**src/rtl/serial_adder_ctrl_if.sv**
```systemverilog
// Operand/result bundle for serial_adder_ctrl.
// The sub signal exists only when SERIAL_SUB_EN is defined.
interface serial_adder_ctrl_if #(
   parameter int WIDTH = 8
);
   logic             start;
   logic [WIDTH-1:0] a;
   logic [WIDTH-1:0] b;
`ifdef SERIAL_SUB_EN
   logic             sub;
`endif
   logic             busy;
   logic             done;
   logic [WIDTH-1:0] sum;
   logic             cout;
   logic             overflow;

`ifdef SERIAL_SUB_EN
   modport master (output start, a, b, sub, input busy, done, sum, cout, overflow);
   modport slave  (input start, a, b, sub, output busy, done, sum, cout, overflow);
`else
   modport master (output start, a, b, input busy, done, sum, cout, overflow);
   modport slave  (input start, a, b, output busy, done, sum, cout, overflow);
`endif
endinterface

```
**src/rtl/serial_adder_ctrl.sv**
```systemverilog
// Bit-serial WIDTH-bit adder: one shared fullAdder cell, LSB first, one bit per clock.
// Define SERIAL_SUB_EN to add the sub input (A-B via ~B plus carry-in 1).
module fullAdder (
   input  logic a,
   input  logic b,
   input  logic cin,
   output logic sum,
   output logic carry
);
   assign sum   = a ^ b ^ cin;
   assign carry = (a & b) | (a & cin) | (b & cin);
endmodule

module serial_adder_ctrl #(
   parameter int WIDTH = 8
) (
   input logic               clk,
   input logic               reset,
   serial_adder_ctrl_if.slave bus
);
   localparam int CW = $clog2(WIDTH);

   typedef enum logic [1:0] {
      IDLE = 2'b00,
      RUN  = 2'b01,
      DONE = 2'b10
   } state_t;

   state_t           state, nxt;
   logic [WIDTH-1:0] sa, sb, sr;
   logic             c;
   logic [CW-1:0]    cnt;
   logic             last;
   logic             cmsb;
   logic             fa_sum, fa_carry;
   logic [WIDTH-1:0] b_ld;
   logic             c_ld;

   // Subtraction reuses the adder: A + ~B + 1.
`ifdef SERIAL_SUB_EN
   assign b_ld = bus.sub ? ~bus.b : bus.b;
   assign c_ld = bus.sub;
`else
   assign b_ld = bus.b;
   assign c_ld = 1'b0;
`endif

   assign last = (cnt == CW'(WIDTH - 1));
   assign cmsb = c;

   fullAdder u_fa (
      .a     (sa[0]),
      .b     (sb[0]),
      .cin   (c),
      .sum   (fa_sum),
      .carry (fa_carry)
   );

   always_ff @(posedge clk) begin
      if (reset) state <= IDLE;
      else       state <= nxt;
   end

   always_comb begin
      nxt = state;
      case (state)
         IDLE:    if (bus.start) nxt = RUN;
         RUN:     if (last) nxt = DONE;
         DONE:    nxt = IDLE;
         default: nxt = IDLE;
      endcase
   end

   always_comb begin
      bus.busy = (state == RUN);
      bus.done = (state == DONE);
   end

   always_ff @(posedge clk) begin
      if (reset) begin
         sa           <= '0;
         sb           <= '0;
         sr           <= '0;
         c            <= 1'b0;
         cnt          <= '0;
         bus.sum      <= '0;
         bus.cout     <= 1'b0;
         bus.overflow <= 1'b0;
      end else begin
         case (state)
            IDLE: begin
               if (bus.start) begin
                  sa  <= bus.a;
                  sb  <= b_ld;
                  c   <= c_ld;
                  cnt <= '0;
               end
            end
            RUN: begin
               sa  <= sa >> 1;
               sb  <= sb >> 1;
               sr  <= {fa_sum, sr[WIDTH-1:1]};
               c   <= fa_carry;
               cnt <= cnt + 1'b1;
               // Final bit: results stay put until the next operation's final bit.
               if (last) begin
                  bus.sum      <= {fa_sum, sr[WIDTH-1:1]};
                  bus.cout     <= fa_carry;
                  bus.overflow <= cmsb ^ fa_carry;
               end
            end
            default: ;
         endcase
      end
   end
endmodule

```
**src/flat_wrapper.sv**
```systemverilog
// flat-port wrapper written by rule: the top's interface ports become plain ports
module serial_adder_ctrl_flat 
#(
   parameter int WIDTH = 8
)
  (clk, reset, bus_start, bus_a, bus_b, bus_busy, bus_done, bus_sum, bus_cout, bus_overflow);
  serial_adder_ctrl_if #(.WIDTH(WIDTH)) bus_i ();
  input logic clk;
  input logic reset;
  input wire logic [$bits(bus_i.start)-1:0] bus_start;
  input wire logic [$bits(bus_i.a)-1:0] bus_a;
  input wire logic [$bits(bus_i.b)-1:0] bus_b;
  output wire logic [$bits(bus_i.busy)-1:0] bus_busy;
  output wire logic [$bits(bus_i.done)-1:0] bus_done;
  output wire logic [$bits(bus_i.sum)-1:0] bus_sum;
  output wire logic [$bits(bus_i.cout)-1:0] bus_cout;
  output wire logic [$bits(bus_i.overflow)-1:0] bus_overflow;
  assign bus_i.start = bus_start;
  assign bus_i.a = bus_a;
  assign bus_i.b = bus_b;
  assign bus_busy = bus_i.busy;
  assign bus_done = bus_i.done;
  assign bus_sum = bus_i.sum;
  assign bus_cout = bus_i.cout;
  assign bus_overflow = bus_i.overflow;
  serial_adder_ctrl #(.WIDTH(WIDTH)) u_core (.clk(clk), .reset(reset), .bus(bus_i));
endmodule
```
**config.mk**
```make
export PLATFORM = sky130hd
export DESIGN_NAME = serial_adder_ctrl_flat
export DESIGN_NICKNAME = d
export VERILOG_FILES = /design/src/rtl/serial_adder_ctrl_if.sv /design/src/rtl/serial_adder_ctrl.sv /design/src/flat_wrapper.sv
export SDC_FILE = /design/constraint.sdc
export NUM_CORES = 1
export LEC_CHECK = 0
export CAP_MARGIN = 20
export CORE_AREA = 2 2 85 87
export DETAILED_ROUTE_END_ITERATION = 10
export DIE_AREA = 0 0 87 89
export PLACE_DENSITY = 0.51
export SETUP_SLACK_MARGIN = 0.4
export SKIP_CTS_REPAIR_TIMING = 1
export SLEW_MARGIN = 20
export SYNTH_ARGS = -nofsm -noshare
export SYNTH_HDL_FRONTEND = slang
export SYNTH_HIERARCHICAL = 1
export SYNTH_SLANG_ARGS = --single-unit
export TNS_END_PERCENT = 5
```
**constraint.sdc**
```tcl
create_clock -name clk -period 2.06 [get_ports clk]
set_clock_uncertainty 0.05 [all_clocks]
set_input_delay 0.206 -clock clk [delete_from_list [all_inputs] [get_ports clk]]
set_output_delay 0.206 -clock clk [all_outputs]
set_load 0.02 [all_outputs]
```
=== Yosys cells after proc, flatten, opt, wreduce, memory -nomap -nowiden ===
Index checks and enable logic that the tools add are counted.

* $mul: 0
* $add $sub $neg: 1
* Reduce and logical (&&, ||, !) cells: 5
* Divide/modulo/power cells: 0
* Bitwise logic cells: 8
* $lt $le $gt $ge: 0
* Equal/unequal tests: 5
* Shifts and indexed selects: 0
* Mux-type cells: 11

{| class="wikitable"
|+ Operator list
! kind !! number
|-
| 8-bit one-hot mux with 2 select lines || 2
|-
| 8-bit 2-to-1 mux || 2
|-
| 3-bit one-hot mux with 2 select lines || 1
|-
| 2-bit AND reduction || 3
|-
| 2-bit 2-to-1 mux || 2
|-
| 2-bit one-hot mux with 2 select lines || 1
|-
| 3-bit by 1-bit adder with 3-bit output (second input constant) || 1
|-
| 1-bit bitwise AND || 3
|-
| 3-bit == test (second input constant) || 1
|-
| 3-bit 2-to-1 mux || 1
|-
| 1-bit XOR || 3
|-
| 2-bit by 1-bit == test with 1-bit output (second input constant) || 1
|-
| 2-bit == test (second input constant) || 1
|-
| 2-bit logical NOT || 1
|-
| 2-bit by 1-bit != test with 1-bit output (second input constant) || 1
|-
| 2-bit != test (second input constant) || 1
|-
| 1-bit bitwise OR || 2
|-
| 1-bit one-hot mux with 2 select lines || 1
|-
| 2-bit nonzero test || 1
|-
| 1-bit 2-to-1 mux || 1
|}

* Register bits after elaboration: 40
* Bits in writable memories: 0
* Latch bits: 0
* Memory bits (read-only): 0
* Input bits: 19
* Output and inout port bits: 12
* Memories kept: 0

=== Logic depth before layout (Yosys ltp) ===
Gate-level depths: netlist of run 1.

* Depth after elaboration: 4
* Gate-level depth with buffers: 6
* Depth with buffers taken out: 5

=== Modules after synthesis ===
Netlist of run 1, hierarchy kept.

{| class="wikitable"
|+ Modules (own cells, without submodules)
! module !! cells an instance !! times used !! area an instance (um^2)
|-
| serial_adder_ctrl || 170 || 1 || 1,620.3
|-
| fullAdder || 1 || 1 || 20.0
|}

=== Worst setup path before layout of run 1 ===
No wires, ideal clock.

* Path type: reg-to-reg
* Start point: register u_core.cnt[0]
* End point: register u_core.bus.overflow
* Library setup time: 0.086 ns
* Cell stages (with the launch flop): 6
* Setup slack: 0.733 ns
* Data arrival time: 1.191 ns
* Path through: dfxtp_1 -> ha_1 -> ha_1 -> and3b_1 -> buf_2 -> a211oi_1

* Longest elaborated chain between the ends: 2

{| class="wikitable"
|+ Ends and longest elaborated chain
! item !! line !! source
|-
| from (decl) || serial_adder_ctrl.sv:32 || <nowiki>logic [CW-1:0] cnt;</nowiki>
|-
| from (signal assigned) || serial_adder_ctrl.sv:104 || <nowiki>cnt <= cnt + 1'b1;</nowiki>
|-
| 3-bit == test || serial_adder_ctrl.sv:48 || <nowiki>assign last = (cnt == CW'(WIDTH - 1));</nowiki>
|-
| 2-bit AND reduction (no source line) || - ||
|-
| to (signal assigned) || serial_adder_ctrl.sv:109 || <nowiki>bus.overflow <= cmsb ^ fa_carry;</nowiki>
|-
| to (decl) || serial_adder_ctrl_if.sv:23 || <nowiki>modport slave (input start, a, b, output busy, done, sum, cout, overflow);</nowiki>
|}

No other way between the ends.
A chain may end at the register's enable or synchronous reset.

=== Worst setup path in the final report of run 1 ===
Same ends and word-level chain as after synthesis.

==> results of run 1 <==
-- synth_stat cells, types with 2 or more instances --
cell	number	area share, %
clkbuf_1	3	0.69
a21oi_1	16	4.9
a211oi_1	6	2.7
nor2_1	22	5.0
mux2i_1	15	9.2
a22oi_1	5	2.3
a211oi_2	10	7.6
buf_2	3	0.92
dfxtp_1	39	48
nand2_1	32	7.3
ha_1	2	1.5
buf_6	6	4.1
-- per-layer routing --
metal  wire [um]  GRT usage [%]  up-vias
met5           0              0        -
met4          76          4.261        0
met3         140          2.401        5
met2        1376          14.23       24
met1        1608          10.89      582
li1            -              -      647
-- worst min-delay path: stages (launching register included) --
cell and delay [ns]:
dfxtp_1 0.31, nand2_1 0.05, a21oi_1 0.05
-- through the flow --
stage	utilization, %	setup WS [ns]
2_1_floorplan	-	0.7325
3_3_place_gp	29.72	0.4008
3_5_place_dp	29.72	0.3608
4_1_cts	31.30	0.1026
5_1_grt	31.40	0.3051
6_report	31.40	0.5202
-- worst paths after layout --
check        cells after the start  slack [ns]                  end           from
max                              5        0.52  u_core/bus.overflow  u_core/cnt[0]
min                              2        0.41    u_core/bus.sum[0]   u_core/sr[1]
max reg2reg                      5        0.52  u_core/bus.overflow  u_core/cnt[0]
min reg2reg                      2        0.41    u_core/bus.sum[0]   u_core/sr[1]
-- area by class of cell --
| cell class | instances | area [um^2] |
|---|---|---|
| fillers | 688 | 4609 |
| flip-flops and latches | 39 | 782.0 |
| multi-input cells | 118 | 758.2 |
| repair buffers | 35 | 355.3 |
| well taps | 80 | 100.1 |
| clock buffers | 5 | 68.82 |
| clock inverters | 2 | 37.54 |
| inverters | 2 | 7.507 |
-- registers in the layout (all words and copies together) (netlist names) --
signal and flops:
u_core/bus.overflow 1, u_core/cnt 3, u_core/bus.cout 1, u_core/c 1, u_core/sb 8, u_core/bus.sum 8
u_core/sr 7, u_core/state 2, u_core/sa 8
-- power groups by stage --
stage	combinational, W	clock (W)	sequential (W)
4_1_cts	0.000187	0.000635	0.000805
5_1_grt	0.000204	0.000663	0.000809
3_3_place_gp	0.000185	0	0.000823
6_report	0.000184	0.000615	0.000805
3_5_place_dp	0.000187	0	0.000823
2_1_floorplan	0.000132	0	0.000819
-- cell families (layout without fill, tap and decap cells) --
family | Yosys count | in the layout
and+or+nand+nor | 60 | 60
AOI/OAI and AO/OA | 39 | 39
DFF | 39 | 39
muxes | 15 | 15
buffers and inverters | 14 | 44
adders and majority gates | 3 | 3
xor gates and xnor gates | 1 | 1
==> flow_summary.ini, run 1 <==
[timing]
timing.setup.tns_ns = 0
hold_viol = 0
slew_headroom_pct = 66.93
achievable-frequency_mhz = 649.5
slew_violations = 0
unrepaired_setup_endpoints_after_global_routing = yes
worst_margin_slew_ns = 0.4950
setup_viol = 0
final.period_utilization_pct = 74.75
finalCriticalPeriod_ns = 1.540
hold_ws_ns = 0.4051

[cells_and_area]
commonest_non_fill_non_tap_cell_in_the_layout = dfxtp_1
area_growth_pct = 28.60
fin_nets = 223
final_layout_size_suffix_gt1_share_pct = 12.94
stdcell_count = 281
mostFrequentLayoutCells = dfxtp_1 (38), nand2_1 (32), clkdlybuf4s50_1 (28)
postLayoutCellArea_um2 = 2110
antenna_cells_inserted = 0

[placement]
instance_area_at_placement_um2 = 1997
gpl.final_weighted_congestion = 0.7331
placedCellCount = 274
port_buffers = 30
dp.final_hpwl_mm = 2.186

[global_route]
global_route_wire_length_before_repair_mm = 5.306
grt_use_total_pct = 8.813
grt_pass1_vias = 1181
gr-total-overflow = 0
grt_start_max_net_pins = 40
antenna_violations_before_repair = 0

[yosys]
postSynth.topFlopCell = dfxtp_1
ff_latch_count_synth = 39
synth-edff-count = 0
yosysSeqAreaShare_pct = 47.60
synth-xor-area-share_pct = 0.5339
synth-adder-area-share_pct = 2.746
syn-cell-area_um2 = 1640
synthArstFlopShare_pct = 0
syn-mean-instance-area_um2 = 9.593
synth-compound-area-share_pct = 18.61
synth_cell_types = 24
synth_mux_area_share_pct = 9.153
synth_simple_gate_area_share_pct = 15.18
synth_warnings = 6
largest_family_of_logic_cells_by_synthesized_area = compound AO/OA/AOI/OAI gates
synth_fp_nets = 193
netlist_instances = 171

[detailed_routing]
vias = 1258
post_drt_wl_per_cell_um = 11.39
drc_errors = 0
first_pass_detailed_route_iteration_total = 4
drt_iter0_drc = 105
route.final.wire_length_mm = 3.201
final_antenna_net_count = 0
post_drt_via_cell_ratio = 4.477

[power]
part_of_the_power_in_registers_pct = 50.2
vdd_ir_drop_max_mv = 0.2324
total_power_w = 0.001604
power.share.clock_pct = 38.3
cell_internal_pwr_w = 0.001234
p_sw_share_pct = 23.10
p_sw_w = 0.0003705
combPwrFrac_pct = 11.5
pwr_density_cell_nw_per_um2 = 760.5
leakagePower_nw = 0.7838

[setup_path]
crit_type = reg2reg
critical_path_arrival_ns = 1.70
critPathRequiredTime_ns = 2.22
worstPathMaxFanout = 11
startpoint_type = flop
crit_path_end_kind = flop
worstPathCellList = ha_1 -> ha_1 -> and3b_1 -> nor2_1 -> a211oi_1
worst_path_most_repeated_cell = ha_1
critical-path-top-delay-family = simple AND/OR/NAND/NOR gates
critical_path_top_delay_cell = and3b_1
cpPeakStageDelay_ns = 0.43
critical_path.n_buffers_inverters = 0

[floorplan]
number_of_top_level_design_ports = 31
die_height_um = 89
die_width_um = 87
std_cell_rows = 30
fp.coreArea_um2 = 6719
start_util_pct = 24.41
die_area_um2 = 7743

[clock_network]
ctsRootBufferMaster = clkbuf_8
cts_tree = built
cts_max_path_buffers = 2
clock_sink_count = 39
tritoncts.num_buffers = 5
cts.htree.levels = 2
clk_pin_slew_ns = 0.08
worstSkewPairLatency_ns = 0.29

[worst_hold_path]
hp-class = reg2reg

[job]
max_cap_violations = 0

[run_status]
result_of_the_run = complete, no violations
Power figures use the tool's default switching activity.
==> run 2, diff against run 1 <==
--- a/config.mk
+++ b/config.mk
@@ -9,7 +9,7 @@
 export CORE_AREA = 2 2 85 87
 export DETAILED_ROUTE_END_ITERATION = 10
 export DIE_AREA = 0 0 87 89
-export PLACE_DENSITY = 0.51
+export PLACE_DENSITY = 0.53
 export SETUP_SLACK_MARGIN = 0.4
 export SKIP_CTS_REPAIR_TIMING = 1
 export SLEW_MARGIN = 20
==> constraint.sdc (replaced) <==
create_clock -name clk -period 1.3 [get_ports clk]
set_clock_uncertainty 0.05 [all_clocks]
set_input_delay 0.13 -clock clk [delete_from_list [all_inputs] [get_ports clk]]
set_output_delay 0.13 -clock clk [all_outputs]
set_load 0.02 [all_outputs]
==> flow_summary.ini, run 2 (same netlist as run 1, synthesis figures left out) <==
[timing]
final.period_utilization_pct = 99.67
unrepaired_setup_endpoints_after_global_routing = yes
hold_viol = 0
slew_headroom_pct = 81.60
worst_margin_slew_ns = 0.2747
layout_setup_ws_ns = 0.004322
finalCriticalPeriod_ns = 1.296
slew_violations = 0
setup_viol = 0
achievable-frequency_mhz = 771.8

[global_route]
global_route_wire_length_before_repair_mm = 5.706
grt_use_total_pct = 9.500
antenna_violations_before_repair = 0
grt_start_max_net_pins = 40
grt_pass1_vias = 1232
gr-total-overflow = 0

[cells_and_area]
mostFrequentLayoutCells = dfxtp_1 (35), nand2_1 (32), nor2_1 (21)
stdcell_count = 287
commonest_non_fill_non_tap_cell_in_the_layout = dfxtp_1
largest_registers = u_core/bus.sum: 8 flops, u_core/sa: 8 flops, u_core/sb: 8 flops
fin_nets = 228
antenna_cells_inserted = 0
final_layout_size_suffix_gt1_share_pct = 22.22
area_growth_pct = 36.38

[setup_path]
critical_path_arrival_ns = 1.47
crit_path_end_kind = flop
startpoint_type = flop
critPathRequiredTime_ns = 1.48
crit_type = reg2reg
worstPathMaxFanout = 10

[detailed_routing]
final_antenna_net_count = 0
post_drt_via_cell_ratio = 4.338
drt_iter0_drc = 99
post_drt_wl_per_cell_um = 11.69
first_pass_detailed_route_iteration_total = 4
route.final.wire_length_mm = 3.355
drc_errors = 0
vias = 1245

[placement]
placedCellCount = 279
post-place-ws_ns = -0.1273
dp.final_hpwl_mm = 2.274
gpl.final_weighted_congestion = 0.6941
port_buffers = 30

[power]
vdd_ir_drop_max_mv = 0.2849
leakagePower_nw = 0.9547
pwr_density_cell_nw_per_um2 = 1171

[clock_network]
clk_pin_slew_ns = 0.08
cts.htree.levels = 2
tritoncts.num_buffers = 5
cts_max_path_buffers = 2
clock_sink_count = 39
worstSkewPairLatency_ns = 0.29
cts_tree = built
ctsRootBufferMaster = clkbuf_8

[floorplan]
die_area_um2 = 7743
die_width_um = 87
std_cell_rows = 30
number_of_top_level_design_ports = 31
fp.coreArea_um2 = 6719
die_height_um = 89
start_util_pct = 24.41

[worst_hold_path]
hp-class = reg2reg

[run_status]
result_of_the_run = complete, no violations

[job]
max_cap_violations = 0
-- run 2: cell types whose count changed in the layout (fill, tap and decap cells not counted), sizes merged --
cell           before  now
buf                 5   14
dlymetal6s2s        2    8
clkdlybuf4s50      28   18
clkinv              0    1
clkinvlp            1    0
clkbuf              5    6
-- run 2: worst max-delay path: stages (launching register included) --
cell      delay (ns)
dfxtp_2         0.34
ha_4            0.16
ha_4            0.15
buf_6           0.11
nand3b_1        0.12
buf_12          0.14
nand2_1         0.05
a21oi_1         0.12
-- run 2: final cells by class --
type | instances | area (um^2)
Fill cell | 679 | 4482
Timing Repair Buffer | 40 | 427.9
Sequential cell | 39 | 785.8
Tap cell | 80 | 100.1
Clock inverter | 2 | 35.03
Inverter | 2 | 7.507
Multi-Input combinational cell | 118 | 798.3
Clock buffer | 6 | 82.58
-- run 2: worst paths after layout --
| kind | startpoint | end | slack (ns) | depth (start not counted) |
|---|---|---|---|---|
| worst min-delay path | u_core/bus.sum[2] | u_core/bus.sum[2] | 0.40 | 2 |
| worst max-delay path | u_core/cnt[1] | u_core/bus.sum[6] | 0.004 | 7 |
| worst min register to register | u_core/bus.sum[2] | u_core/bus.sum[2] | 0.40 | 2 |
| worst max register to register | u_core/cnt[1] | u_core/bus.sum[6] | 0.004 | 7 |
-- run 2: metrics by stage --
step | hold WS (ns) | area [um^2] | total power (W) | TNS (ns) | utilization, %
after floorplan | 0.2283 | 1682 | 0.001512 | 0 | -
after global placement | 0.3963 | 2095 | 0.001618 | -1.660 | 31.17
after detailed placement | 0.3971 | 2095 | 0.001621 | -2.041 | 31.17
after CTS | 0.4082 | 2212 | 0.002665 | -3.162 | 32.92
after global routing | 0.4223 | 2237 | 0.002760 | -1.428 | 33.30
final | 0.4027 | 2237 | 0.002620 | 0 | 33.30
-- run 2: power by group --
group	total [W]	internal, W	switching, W
Sequential	0.00128	0.00125	0.0000326
Combinational	0.000310	0.000164	0.000146
Clock	0.00103	0.000621	0.000409
Total	0.00262	0.00203	0.000587
-- run 2: layer usage --
| metal | vias up | share of wire, % | GRT usage (%) | wire length (um) |
|---|---|---|---|---|
| met1 | 562 | 50 | 12.73 | 1690 |
| met5 | - | 0 | 0 | 0 |
| met2 | 23 | 44 | 14.23 | 1475 |
| met3 | 6 | 3.5 | 2.678 | 116 |
| li1 | 654 | - | - | - |
| met4 | 0 | 2.1 | 4.261 | 72 |
